## src/rtl/cond_pkg.sv

```systemverilog
`default_nettype none
// ============================================================================
// Module   : cond_pkg
// Brief    : Condition codes, flag bit positions and FlagW bit positions.
// Revision : 1.0 - initial release
// ============================================================================
package cond_pkg;

    typedef enum logic [3:0] {
        EQ = 4'd0,
        NE = 4'd1,
        CS = 4'd2,
        CC = 4'd3,
        MI = 4'd4,
        PL = 4'd5,
        VS = 4'd6,
        VC = 4'd7,
        HI = 4'd8,
        LS = 4'd9,
        GE = 4'd10,
        LT = 4'd11,
        GT = 4'd12,
        LE = 4'd13,
        AL = 4'd14,
        NV = 4'd15
    } cond_t;

    localparam int N_IDX = 3;
    localparam int Z_IDX = 2;
    localparam int C_IDX = 1;
    localparam int V_IDX = 0;

    // FlagW bit that enables each flag pair
    localparam int FLAGW_NZ = 1;
    localparam int FLAGW_CV = 0;

endpackage : cond_pkg
`default_nettype wire

```

## src/rtl/cond_check.sv

```systemverilog
`default_nettype none
// ============================================================================
// Module   : cond_check
// Brief    : Combinational evaluation of a condition field against {N,Z,C,V}.
// Revision : 1.0 - initial release
// ============================================================================
module cond_check
    import cond_pkg::*;
(
    input  logic [3:0] Cond,
    input  logic [3:0] Flags,
    output logic       CondEx
);

    logic n_flag;
    logic z_flag;
    logic c_flag;
    logic v_flag;
    logic ge;

    assign n_flag = Flags[N_IDX];
    assign z_flag = Flags[Z_IDX];
    assign c_flag = Flags[C_IDX];
    assign v_flag = Flags[V_IDX];
    assign ge     = (n_flag == v_flag);

    always_comb begin
        CondEx = 1'b0;
        case (cond_t'(Cond))
            EQ:      CondEx = z_flag;
            NE:      CondEx = ~z_flag;
            CS:      CondEx = c_flag;
            CC:      CondEx = ~c_flag;
            MI:      CondEx = n_flag;
            PL:      CondEx = ~n_flag;
            VS:      CondEx = v_flag;
            VC:      CondEx = ~v_flag;
            HI:      CondEx = c_flag & ~z_flag;
            LS:      CondEx = ~c_flag | z_flag;
            GE:      CondEx = ge;
            LT:      CondEx = ~ge;
            GT:      CondEx = ~z_flag & ge;
            LE:      CondEx = z_flag | ~ge;
            AL:      CondEx = 1'b1;
            default: CondEx = 1'b0;
        endcase
    end

endmodule : cond_check
`default_nettype wire

```

## src/rtl/cond_unit.sv

```systemverilog
`default_nettype none
// ============================================================================
// Module   : cond_unit
// Brief    : Execute-stage conditional logic: flag register and gated
//            Memory-stage control outputs.
// Revision : 1.0 - initial release
// ============================================================================
module cond_unit
    import cond_pkg::*;
(
    input  logic       clk,
    input  logic       reset,
    input  logic [3:0] Cond,
    input  logic [3:0] ALUFlags,
    input  logic [1:0] FlagW,
    input  logic       PCS,
    input  logic       RegW,
    input  logic       MemW,
    input  logic       NoWrite,
    input  logic       Stall,
    input  logic       Flush,
    output logic       CondExE,
    output logic       PCSrcM,
    output logic       RegWriteM,
    output logic       MemWriteM,
    output logic [3:0] Flags
);

    logic cond_ex;
    logic write_nz;
    logic write_cv;

    cond_check u_cond_check (
        .Cond   (Cond),
        .Flags  (Flags),
        .CondEx (CondExE)
    );

    // A stalled or flushed instruction must have no architectural effect
    assign cond_ex  = CondExE & ~Flush & ~Stall;
    assign write_nz = FlagW[FLAGW_NZ] & cond_ex;
    assign write_cv = FlagW[FLAGW_CV] & cond_ex;

    always_ff @(posedge clk) begin
        if (reset) begin
            Flags     <= 4'b0000;
            PCSrcM    <= 1'b0;
            RegWriteM <= 1'b0;
            MemWriteM <= 1'b0;
        end else begin
            if (write_nz) begin
                Flags[N_IDX] <= ALUFlags[N_IDX];
                Flags[Z_IDX] <= ALUFlags[Z_IDX];
            end
            if (write_cv) begin
                Flags[C_IDX] <= ALUFlags[C_IDX];
                Flags[V_IDX] <= ALUFlags[V_IDX];
            end
            if (!Stall) begin
                PCSrcM    <= PCS & cond_ex;
                RegWriteM <= RegW & cond_ex & ~NoWrite;
                MemWriteM <= MemW & cond_ex;
            end
        end
    end

endmodule : cond_unit
`default_nettype wire
```

## config.mk

```make
export PLATFORM = sky130hd
export DESIGN_NAME = cond_unit
export DESIGN_NICKNAME = d
export VERILOG_FILES = /design/src/rtl/cond_pkg.sv /design/src/rtl/cond_check.sv /design/src/rtl/cond_unit.sv
export SDC_FILE = /design/constraint.sdc
export NUM_CORES = 1
export LEC_CHECK = 0
export CAP_MARGIN = 10
export CORE_MARGIN = 8
export CORE_UTILIZATION = 39
export CTS_CLUSTER_SIZE = 12
export DETAILED_ROUTE_END_ITERATION = 8
export MAX_ROUTING_LAYER = met4
export PLACE_DENSITY_LB_ADDON = 0.12
export SYNTH_ARGS = -nofsm -noshare
export SYNTH_HDL_FRONTEND = slang
export SYNTH_HIERARCHICAL = 1
export SYNTH_SLANG_ARGS = --single-unit
```

## constraint.sdc

```tcl
create_clock -name clk -period 2 [get_ports clk]
set_input_delay 0.2 -clock clk [delete_from_list [all_inputs] [get_ports clk]]
set_output_delay 0.2 -clock clk [all_outputs]
set_load 0.02 [all_outputs]
```

==> results of run 1 <==
==> sequential cells by signal, summed over array words and instances (netlist names) <==
| name | count |
|---|---|
| Flags | 4 |
| MemWriteM | 1 |
| PCSrcM | 1 |
| RegWriteM | 1 |
==> final timing paths <==
kind                          start                      to  slack (ns)  cells past startpoint
min reg2reg  MemWriteM$_SDFFE_PP0N_  MemWriteM$_SDFFE_PP0N_        0.48                      2
min          MemWriteM$_SDFFE_PP0N_  MemWriteM$_SDFFE_PP0N_        0.48                      2
max reg2reg   Flags[3]$_SDFFE_PP0P_   Flags[0]$_SDFFE_PP0P_        0.19                      7
max           Flags[3]$_SDFFE_PP0P_                 CondExE        0.15                      5
==> power breakdown <==
| part | switching [W] | total, W | internal (W) |
|---|---|---|---|
| Clock | 0.0000507 | 0.000127 | 0.0000760 |
| Sequential | 0.00000282 | 0.000146 | 0.000144 |
| Combinational | 0.0000498 | 0.000127 | 0.0000776 |
| Total | 0.000103 | 0.000400 | 0.000297 |
==> metal layers <==
layer  GRT usage  vias to the layer above  part of all wire
met5           -                        -                 0
met4      0.0504                        0            0.0042
met3      0.0364                        2             0.082
met2       0.170                       20              0.46
met1       0.123                      252              0.45
li1            -                      298                 -
==> layout by cell type (no fill, tap or decap), types with 2 or more instances in the layout <==
cell type,n
nor3_1,2
buf_4,12
o22ai_2,3
dfxtp_1,6
and4bb_4,2
clkbuf_4,3
nand2b_1,12
nor2_1,2
dlygate4sd2_1,2
a211o_1,2
nand2_1,5
mux2i_1,4
a21oi_1,3
clkdlybuf4s50_1,22
o211ai_1,2
==> tightest hold or removal path, cell delays in order (launching register included) <==
cell and delay (ns):
dfxtp_1 0.30, nand2_1 0.06, o22ai_2 0.06
==> per-stage QoR <==
step	util	hold WS (ns)	setup slack, ns	TNS (ns)	std cells
floorplan	-	0.355	0.0655	0	60
global placement	0.683	0.467	-0.384	-1.75	109
detailed placement	0.683	0.480	-0.414	-2.04	109
CTS	0.702	0.486	0.00494	0	113
global route	0.698	0.498	0.0696	0	113
finish	0.698	0.481	0.146	0	113
==> logic make-up after synthesis <==
kind of cell / count (synthesis) / share of synthesized area
multiplexers: 5 / 0.101
buffers and inverters: 3 / 0.0253
XOR/XNOR: 2 / 0.0461
AND/OR/NAND/NOR: 29 / 0.357
flip-flops: 7 / 0.258
AO/OA/AOI/OAI: 14 / 0.212
==> cell type report <==
class / instances / area [sq um]
clock buffers: 4 / 26.3
fillers: 119 / 393
multi-input cells: 50 / 389
flip-flops and latches: 7 / 141
well taps: 15 / 18.8
repair buffers: 37 / 333
==> repair_timing <==
item,in CTS,in global routing
endpoints found under the setup margin,1,1
resized for setup,5,1
hold buffers,0,0
==> impl_metrics.tcl, run 1 <==
set metrics [dict create \
    outcome "completed" \
    arrival_ns 1.65 \
    slew-limit-headroom 0.817 \
    grt_max_degree 9 \
    power.total_w 0.000400 \
    peakVddDrop_uv 292 \
    synth_largest_area_cell "dfxtp_1" \
    critPathRequiredTime_ns 1.80 \
    cp_cell_sequence "xnor2_2, o22ai_1, a211o_1, a211o_1, clkbuf_2" \
    critPathMaxFanout 4 \
    setup.worst_path.end_class "primary output" \
    syn-num-nets 78 \
    globalRouteTotalUtil 0.109 \
    crit_type "reg2out" \
    synthesis.area_sq_um 543 \
    powerDensity_mw_per_mm2 441 \
    grt_pass1_vias 580 \
    root_buffer "clkbuf_4" \
    ys_warn_count 6 \
    cap_viol_max_count 0 \
    grt_pass1_wl_um 2350 \
    crit_buf_inv 1 \
    wire_per_inst_um 12.6 \
    synth-async-reset-ratio 0 \
    globalplace.congestion 0.791 \
    cpPeakStageDelay_ns 0.35 \
    die_h_um 53.3 \
    start_kind "flop" \
    worstSkewPairLatency_ns 0.25 \
    num_rows 13 \
    dr.first_iter.drc_count 4 \
    ant_nets 0 \
    fin_crit_ns 1.85 \
    chipWidth_um 53.3 \
    slew_viol_final 0 \
    clkSlewWorstSetupHoldPaths_ns 0.05 \
    tightest_slew_ns 0.275 \
    dp_hpwl_um 1220 \
    finalClockSkew_ns 0.00426 \
    syn_inst 60 \
    crit_family "compound AO/OA/AOI/OAI gates" \
    numCtsBuffers 3 \
    wl_um 1420 \
    die_area_sq_mm 0.00284 \
    cts.sinks 7 \
    io_pins 26 \
    synth_area_leaders "dfxtp_1 (26%), nand2b_1 (14%), mux2i_1 (7.4%)" \
    path_common_cell "a211o_1" \
    dpl-instance-area_sq_um 888 \
    cp_slowest_cell "dfxtp_2" \
    drive_gt1_frac 0.255 \
    io_buffer_count 25 \
    diodes 0 \
    first_pass_iters 4 \
    cts_tree "built" \
    cts_setup_buffers 0 \
    cts_buffer_depth 2 \
    setup_viol 0 \
    hold_path_class "reg2reg" \
    fin_nets 117 \
    fmax_ghz 0.539 \
    synth_seq_cells 7 \
    leakagePower_nw 0.348 \
    vias_per_cell 5.06 \
    core_sq_mm 0.00130 \
    initial_core_util 0.417 \
    h-tree-depth 1 \
    design_area_sq_um 908 \
    rsz0062_at_grt "false" \
    netlist_top_cells_count "nand2b_1 (12), dfxtp_1 (7), nand2_1 (5)" \
    antenna_found_initial 0 \
    num_vias 572 \
    synth_cell_types 26 \
    area_delta_synth_final_pct 67.3 \
    synth_ff_type "dfxtp_1" \
    layout_worst_path_cycle_share 0.927 \
    synth-seq-area-share 0.258 \
    hold_violations 0 \
    grt.overflow.total 0 \
    drc 0 \
    synth_most_common_cell "nand2b_1" \
    synth_edf_count 0 \
    avgSynthCellArea_sq_um 9.05 \
    synth_top_area_frac 0.258 \
]
Note: power is estimated with default switching activity, not from simulation.
==> inputs of run 2 (changes only) <==
ABC_CLOCK_PERIOD_IN_PS = 2000   (was not set)
GPL_TIMING_DRIVEN = 1   (was not set)
==> results of run 2 <==
Same layout as run 1: the final DEF is identical, and so are final timing and power.
==> inputs of run 3 (changes only) <==
CAP_MARGIN = not set   (was 10)
==> results of run 3 <==
Same layout as run 1: the final DEF is identical, and so are final timing and power.
